--- src/rtl/pipe_hazard_ctrl.sv ---
// ============================================================================
// Module   : pipe_hazard_ctrl
// Brief    : In-order pipeline scoreboard with forwarding-select and load-use
//            stall generation. Optional perf counters via PIPE_HAZARD_PERF_EN.
// Revision : 1.0 - initial release
// ============================================================================
`default_nettype none

module pipe_hazard_ctrl #(
    parameter int STAGES   = 3,
    parameter int REG_AW   = 5,
    parameter int ALU_LAT  = 0,
    parameter int LOAD_LAT = 1,
    localparam int SW      = $clog2(STAGES + 1)
) (
    input  logic                     clk,
    input  logic                     rst,
    input  logic                     issue_valid,
    input  logic [REG_AW-1:0]        issue_rs,
    input  logic [REG_AW-1:0]        issue_rt,
    input  logic [REG_AW-1:0]        issue_rd,
    input  logic                     issue_we,
    input  logic                     issue_is_load,
    input  logic                     flush_i,
    output logic                     stall_o,
    output logic [SW-1:0]            fwd_rs_sel,
    output logic [SW-1:0]            fwd_rt_sel,
    output logic [STAGES-1:0]        stage_valid,
    output logic [STAGES*REG_AW-1:0] stage_rd,
    output logic [STAGES-1:0]        stage_we
`ifdef PIPE_HAZARD_PERF_EN
    ,
    output logic [31:0]              stall_cnt,
    output logic [31:0]              fwd_cnt
`endif
);

    logic [STAGES-1:0] valid_q;
    logic [STAGES-1:0] we_q;
    logic [STAGES-1:0] ld_q;
    logic [REG_AW-1:0] rd_q [STAGES];

    logic [SW-1:0] w_rs_sel;
    logic [SW-1:0] w_rt_sel;
    logic          w_rs_blk;
    logic          w_rt_blk;
    logic          w_stall;
    logic          w_load_s0;

    // Scan oldest to youngest so the youngest match overwrites older ones.
    always_comb begin
        w_rs_sel = '0;
        w_rt_sel = '0;
        w_rs_blk = 1'b0;
        w_rt_blk = 1'b0;
        for (int k = STAGES - 1; k >= 0; k--) begin
            if (valid_q[k] && we_q[k] && (rd_q[k] != '0)) begin
                if (rd_q[k] == issue_rs) begin
                    if (k >= (ld_q[k] ? LOAD_LAT : ALU_LAT)) begin
                        w_rs_sel = SW'(k + 1);
                        w_rs_blk = 1'b0;
                    end else begin
                        w_rs_sel = '0;
                        w_rs_blk = 1'b1;
                    end
                end
                if (rd_q[k] == issue_rt) begin
                    if (k >= (ld_q[k] ? LOAD_LAT : ALU_LAT)) begin
                        w_rt_sel = SW'(k + 1);
                        w_rt_blk = 1'b0;
                    end else begin
                        w_rt_sel = '0;
                        w_rt_blk = 1'b1;
                    end
                end
            end
        end
    end

    assign w_stall    = issue_valid && !flush_i && (w_rs_blk || w_rt_blk);
    assign w_load_s0  = issue_valid && !w_stall && !flush_i;
    assign stall_o    = w_stall;
    assign fwd_rs_sel = issue_valid ? w_rs_sel : '0;
    assign fwd_rt_sel = issue_valid ? w_rt_sel : '0;

    always_ff @(posedge clk) begin
        if (rst) begin
            valid_q <= '0;
            we_q    <= '0;
            ld_q    <= '0;
        end else begin
            valid_q[0] <= w_load_s0;
            we_q[0]    <= issue_we;
            ld_q[0]    <= issue_is_load;
            for (int k = 1; k < STAGES; k++) begin
                valid_q[k] <= valid_q[k-1];
                we_q[k]    <= we_q[k-1];
                ld_q[k]    <= ld_q[k-1];
            end
        end
    end

    // Destinations need no reset; every consumer qualifies them with valid.
    always_ff @(posedge clk) begin
        rd_q[0] <= issue_rd;
        for (int k = 1; k < STAGES; k++) begin
            rd_q[k] <= rd_q[k-1];
        end
    end

    generate
        for (genvar g = 0; g < STAGES; g++) begin : g_stage_out
            assign stage_rd[g*REG_AW +: REG_AW] = rd_q[g];
        end
    endgenerate

    assign stage_valid = valid_q;
    assign stage_we    = we_q & valid_q;

`ifdef PIPE_HAZARD_PERF_EN
    logic [31:0] stall_cnt_q;
    logic [31:0] fwd_cnt_q;
    logic        w_fwd_evt;

    assign w_fwd_evt = w_load_s0 && ((w_rs_sel != '0) || (w_rt_sel != '0));

    always_ff @(posedge clk) begin
        if (rst) begin
            stall_cnt_q <= '0;
            fwd_cnt_q   <= '0;
        end else begin
            if (w_stall && (stall_cnt_q != 32'hFFFF_FFFF)) begin
                stall_cnt_q <= stall_cnt_q + 32'd1;
            end
            if (w_fwd_evt && (fwd_cnt_q != 32'hFFFF_FFFF)) begin
                fwd_cnt_q <= fwd_cnt_q + 32'd1;
            end
        end
    end

    assign stall_cnt = stall_cnt_q;
    assign fwd_cnt   = fwd_cnt_q;
`endif

endmodule

`default_nettype wire

--- config.mk ---
export PLATFORM = sky130hd
export DESIGN_NAME = pipe_hazard_ctrl
export DESIGN_NICKNAME = d
export VERILOG_FILES = /design/src/rtl/pipe_hazard_ctrl.sv
export SDC_FILE = /design/constraint.sdc
export NUM_CORES = 1
export LEC_CHECK = 0
export ABC_AREA = 1
export CORE_MARGIN = 5
export CORE_UTILIZATION = 45
export CTS_CLUSTER_SIZE = 14
export DETAILED_ROUTE_END_ITERATION = 8
export HOLD_SLACK_MARGIN = 0.03
export PLACE_DENSITY = 0.83
export SETUP_SLACK_MARGIN = 0.4
export SLEW_MARGIN = 15
export SYNTH_ARGS = -nofsm -noshare
export SYNTH_HDL_FRONTEND = slang
export SYNTH_SLANG_ARGS = --single-unit
--- constraint.sdc ---
create_clock -name clk -period 2.99 [get_ports clk]
set_input_delay 0.598 -clock clk [delete_from_list [all_inputs] [get_ports clk]]
set_output_delay 0.598 -clock clk [all_outputs]
set_load 0.1 [all_outputs]
==> metrics, run 1 <==
Yosys reg bits 22; number of port buffers 46; post-route minimum period 2.42 ns; initial antenna violation count 0; via/cell ratio 4.71; NetSw 0.249 mW; Yosys cell types 14; Hold Path Origin rd_q[0][7]; CP Data Arrival Time 1.82 ns; status complete, no violations; max-cap violations 0; Mapped Cells 183; Reg2Reg Setup Slack 1.83 ns; via count 1240; Hold WS 0.390 ns; synthesized area per cell 6.25 um2; CP Buf/Inv Count 3; largest net degree at the start of global routing 13; Synth area leaders dfxtp_1, nand2_1, inv_1, xnor2_1, nor2_1; layout cell share with drive strength beyond 1 31.3%; HPWL after DPL 2.54 mm; number of global-route vias before repair 1230; # placed instances 259; Post CTS Setup Buffer Count 0; Worst-Margin Slew 0.281 ns; yosys warns 0; Final WS setup 0.568 ns; slowest stage delay, CP 0.30 ns; Flop pwr share 47.0%; Die H 60.4 um; Synth Area in Simple Gates 38.9%; Detailed Route WL 3.00 mm; Final Hold Vio Count 0; full die area 3650 um2; num rows 18; Adder-Cell Fraction of Synth Area 0%; Final period util 81.0%; cell family with most CP delay simple AND/OR/NAND/NOR gates; CP cell instances dlygate4sd2_1, inv_2, nand2_1, nand2_1, nor2_1, nand3_1, nor2_2, nand2_1, a21oi_4, buf_12; Post-Syn Nets 204; switching part of the total 36.0%; post-synthesis compound-gate area fraction 4.05%; post-synth top area share 38.5%; Lkg Pwr 0.863 nW; fin. max-slew vios 0; Worst Path Required 2.39 ns; Tot GR Track Use 17.9%; max frequency 413 MHz; Num CTS Buffers 3; H-tree depth 1; Longest Clk Path Bufs 2; n_diodes 0; most frequent CP cell nand2_1; RSZ-0062 raised after global routing no; clock-pin slew on the worst setup and hold paths 0.12 ns; mux contribution to synthesized area 0%; Worst setup SP type input port; final setup vio count 0; Post-Layout Cell Count 263; number of I/O pins 47; Clk Latency, worst-skew pair 0.30 ns; DR WL/cell 11.4 um; CTS tree built; R2R cell count 8; CP Capture Type output pin; first-pass GRT wire length 5.04 mm; Final ANT Viol Nets 0; Sum Neg Setup Slack 0 ns; CP max FO 4; logic gate share of total power 29.6%; Util after Layout 71.7%; DP Worst Slack 0.286 ns; largest area contributor in the netlist dfxtp_1; CTS root buf clkbuf_4; nets@finish 255; grt total ovfl 0; cell area after synthesis 1140 um2; Pre-Repair DR Iteration Count 4; clock share of power 23.4%; worst hold path depth 0; Fillers 223; RR Startpoint rd_q[0][3]; DR iter-0 viols 48; kind of critical path input port to output pin; worst vdd ir 0.378 mV; post-synthesis xor/xnor area fraction 7.66%; slowest CP cell dlygate4sd2_1; Pint 0.442 mW; pwr dens 393 nW/um2; sequential fraction of the synthesis area 38.5%; Hold EP rd_q[0][12]; GPL Wtd Cong 0.870; core area 2450 um2; DIE WIDTH 60.4 um; Starting Density 46.6%; clock skew after layout 0.00180 ns; DRC Markers 0; Reg-to-Reg End stage_valid[0]; Slew HR 81.4%; Layout area overhead 53.9%; Hold WC Path Type flop to flop; TritonCTS sink count 22; largest family of logic cells by synthesized area simple AND/OR/NAND/NOR gates
## cells in the mapped netlist (all sizes together)
cell type / number
dfxtp: 22
xnor2: 10
or2: 1
nand3: 11
inv: 33
nand4: 2
nand2: 75
nor2: 22
o21ai: 2
a21oi: 5
## per-layer routing
| layer | part of all wire [%] | track usage (%) |
|---|---|---|
| met5 | 0 | 0 |
| met4 | 0.40 | 3.72 |
| met3 | 7.0 | 2.34 |
| met2 | 50 | 32.3 |
| met1 | 43 | 22.9 |
## worst max-delay path by stage
stage	startpoint	endpoint	slack [ns]	cells past startpoint
floorplan	stage_valid[0]	fwd_rt_sel[0]	0.37	7
global placement	issue_rt[0]	fwd_rt_sel[0]	0.30	10
detailed placement	issue_rs[1]	fwd_rs_sel[0]	0.29	10
CTS	issue_rt[3]	fwd_rt_sel[0]	0.56	10
global route	issue_rt[1]	fwd_rt_sel[0]	0.44	10
finish	issue_rt[1]	fwd_rt_sel[0]	0.57	10
## final cells by class
type	instances	area (um2)	share of cell area (%)
multi-input combinational	128	636	36.1
tap	30	37.5	2.13
inverter	33	135	7.68
sequential	22	470	26.7
timing repair buffer	46	445	25.3
clock buffer	4	36.3	2.06
## power by group through the flow
stage          registers [mW]  logic [mW]  clock network (mW)
2_1_floorplan           0.415      0.0573                   0
3_3_place_gp            0.331       0.208                   0
3_5_place_dp            0.332       0.209                   0
4_1_cts                 0.325       0.205               0.167
5_1_grt                 0.329       0.217               0.186
6_report                0.325       0.204               0.162
## worst register-to-register path, stage by stage, from the launching register on
cell and delay, ns:
dfxtp_2 0.37, inv_1 0.07, nand2_1 0.05, nand2_1 0.08, nand3_1 0.10, nor2_2 0.14
nand3_2 0.13, nand2_1 0.09, nor2_1 0.04
## sequential cells by signal, indices dropped and copies added (netlist names)
signal	flops
ld_q	1
rd_q	15
stage_valid	3
we_q	3
## metrics by stage
step                instance area, um2  total power [mW]
CTS                               1760             0.698
floorplan                         1230             0.472
detailed placement                1720             0.540
finish                            1760             0.691
global route                      1760             0.732
global placement                  1720             0.538
## layout by cell type, fill, tap and decap left out, drive strengths merged
cell / count
nand2: 75
inv: 30
buf: 26
nor2: 22
dfxtp: 22
nand3: 11
xnor2: 10
clkdlybuf4s50: 10
dlygate4sd2: 10
a21oi: 5
clkbuf: 4
clkinvlp: 3
nand4: 2
o21ai: 2
or2: 1
## kinds of logic (layout without fill, tap and decap cells)
family	Yosys count	after routing
xor gates and xnor gates	10	10
DFF	22	22
buffers and inverters	33	83
AOI/OAI and AO/OA	7	7
and+or+nand+nor	111	111
## what timing repair did
action                                  4_1_cts  5_1_grt
resized for setup                            13        0
endpoints found under the setup margin        5        0
hold buffers                                  0        0
(Power assumes the default switching activity.)
==> run 2, diff against run 1 <==
--- a/config.mk
+++ b/config.mk
@@ -7,11 +7,11 @@
 export LEC_CHECK = 0
 export ABC_AREA = 1
 export CORE_MARGIN = 5
-export CORE_UTILIZATION = 45
+export CORE_UTILIZATION = 42
 export CTS_CLUSTER_SIZE = 14
 export DETAILED_ROUTE_END_ITERATION = 8
 export HOLD_SLACK_MARGIN = 0.03
-export PLACE_DENSITY = 0.83
+export PLACE_DENSITY = 0.79
 export SETUP_SLACK_MARGIN = 0.4
 export SLEW_MARGIN = 15
 export SYNTH_ARGS = -nofsm -noshare
==> constraint.sdc (replaced) <==
create_clock -name clk -period 2.5 [get_ports clk]
set_input_delay 0.5 -clock clk [delete_from_list [all_inputs] [get_ports clk]]
set_output_delay 0.5 -clock clk [all_outputs]
set_load 0.1 [all_outputs]
==> run 2 against run 1 <==
  * First-iteration DRC count up 2.1%
  * Global-route usage decreased by 2.0 points
  * Clock power increased by 49%
  * Sequential power up 20%
  * Power is 28% higher
==> metrics, run 2 (synthesis results as in run 1) <==
DR iter-0 viols 49 (+2.1%); most frequent cells in the layout nand2_1, buf_4, inv_2, nor2_1, inv_1; status complete, no violations; n_diodes 0 (unchanged); CTS tree built; full die area 3870 um2 (+5.9%); commonest non-fill, non-tap cell in the layout nand2_1; initial antenna violation count 0 (unchanged); clock-pin slew on the worst setup and hold paths 0.14 ns (+0.02 ns); Final Hold Vio Count 0 (unchanged); Die H 62.2 um (+2.9%); footprint of the multi-input gates 714 um2 (+12%); Detailed Route WL 3.03 mm (+1.1%); Worst setup SP type input port; Fillers 234 (+4.9%); max frequency 470 MHz; DIE WIDTH 62.2 um (+2.9%); register name with the most flops rd_q; fin. max-slew vios 0 (unchanged); pwr dens 473 nW/um2 (+20%); Lkg Pwr 0.904 nW (+4.7%); Worst-Margin Slew 0.270 ns (-0.0117 ns); max FFs per register 15 (unchanged); grt total ovfl 0 (unchanged); worst vdd ir 0.404 mV (+6.9%); Hold WS 0.391 ns (+0.00104 ns); logic gate share of total power 28.8% (-0.8 points); Slew HR 82.0% (+0.62 points); CP Capture Type output pin; NetSw 0.319 mW (+28%); layout cell share with drive strength beyond 1 44.9% (+14 points); Num CTS Buffers 3 (unchanged); Final period util 85.1%; CP Data Arrival Time 1.63 ns (-0.19 ns); first-pass GRT wire length 5.16 mm (+2.3%); Pre-Repair DR Iteration Count 4 (unchanged); Layout area overhead 64.0%; Starting Density 42.6% (-4.0 points); Hold WC Path Type flop to flop; Flop pwr share 44.0% (-3.0 points); Pint 0.567 mW (+28%); Clk Latency, worst-skew pair 0.32 ns (+0.02 ns); via/cell ratio 4.63 (-1.8%); nets@finish 258 (+1.2%); HPWL after DPL 2.42 mm (-4.7%); worst hold path depth 0 (unchanged); number of I/O pins 47 (unchanged); largest net degree at the start of global routing 14 (+1); number of global-route vias before repair 1184 (-3.7%); Final ANT Viol Nets 0 (unchanged); GPL Wtd Cong 0.841 (-3.4%); CTS root buf clkbuf_4; clock share of power 27.2% (+3.8 points); R2R cell count 7 (-1); switching part of the total 36.0% (about the same); Power, Total 0.887 mW (+28%); number of port buffers 46 (unchanged); kind of critical path input port to output pin; DRC Markers 0 (unchanged); final setup vio count 0 (unchanged); Worst Path Required 2.00 ns (-0.39 ns); DR WL/cell 11.3 um (-0.45%); RSZ-0062 raised after global routing yes; Longest Clk Path Bufs 2 (unchanged); clock skew after layout 0.00943 ns (+0.00763 ns); core area 2690 um2 (+9.4%); num rows 19 (+1); max-cap violations 0 (unchanged); Tot GR Track Use 15.9% (-2.0 points); post-route minimum period 2.13 ns; via count 1236 (-0.32%); CP max FO 4 (unchanged); TritonCTS sink count 22 (unchanged); H-tree depth 1 (unchanged); storage element area 478 um2 (+1.6%)
-- run 2: worst max-delay path, stage by stage --
cell	delay (ns)
clkdlybuf4s15_2	0.21
inv_2	0.05
nand2_1	0.05
nand2_1	0.05
nor2_1	0.11
nand3_1	0.09
nor2_2	0.13
nand2_2	0.08
a21oi_4	0.17
buf_12	0.19
-- run 2: layout make-up --
cell class,count,area share [%]
timing repair buffer,49,24.6
inverter,33,7.20
tap,31,2.07
clock buffer,4,2.54
multi-input combinational,128,38.1
sequential,22,25.5
-- run 2: worst paths after layout --
| check | startpoint | endpoint | slack, ns |
|---|---|---|---|
| worst max-delay path | issue_rt[3] | fwd_rt_sel[0] | 0.37 |
| worst min-delay path | rd_q[0][8] | rd_q[0][13] | 0.39 |
| worst max register to register | rd_q[0][0] | stage_valid[0] | 1.25 |
| worst min register to register | rd_q[0][8] | rd_q[0][13] | 0.39 |
-- run 2: power groups by stage --
| stage | registers, mW | clock network, mW | logic, mW |
|---|---|---|---|
| 3_3_place_gp | 0.398 | 0 | 0.248 |
| 3_5_place_dp | 0.398 | 0 | 0.249 |
| 5_1_grt | 0.394 | 0.257 | 0.273 |
| 6_report | 0.390 | 0.241 | 0.255 |
| 2_1_floorplan | 0.497 | 0 | 0.0691 |
| 4_1_cts | 0.391 | 0.249 | 0.256 |
-- run 2: stage by stage --
stage	utilization [%]	instance area, um2	setup WS [ns]	std cells	TNS [ns]
6_report	69.8	1880	0.372	267	0
5_1_grt	69.8	1880	0.268	267	0
4_1_cts	69.6	1870	0.361	267	0
3_5_place_dp	65.3	1750	-0.00333	260	-0.00333
3_3_place_gp	65.3	1750	0.0210	260	0
2_1_floorplan	-	1260	0.0422	183	0
-- run 2: what timing repair did --
item / CTS / global route
pin swaps: 22 / 7
hold buffers: 0 / 0
endpoints found under the setup margin: 5 / 5
gates resized for setup: 56 / 4
setup buffers: 3 / 0
cloned: 0 / 0
-- run 2: routing by layer --
metal | global-route usage (%) | vias up | wire length [um]
met2 | 25.6 | 35 | 1410
met5 | 0 | - | 0
li1 | - | 651 | -
met4 | 6.50 | 0 | 59
met3 | 3.78 | 6 | 192
met1 | 20.0 | 544 | 1360
==> run 3, diff against run 2 <==
--- a/config.mk
+++ b/config.mk
@@ -8,6 +8,7 @@
 export ABC_AREA = 1
 export CORE_MARGIN = 5
 export CORE_UTILIZATION = 42
+export CTS_CLUSTER_DIAMETER = 200
 export CTS_CLUSTER_SIZE = 14
 export DETAILED_ROUTE_END_ITERATION = 8
 export HOLD_SLACK_MARGIN = 0.03
==> results of run 3 <==
Final layout, timing and power as in run 2 (identical DEF).
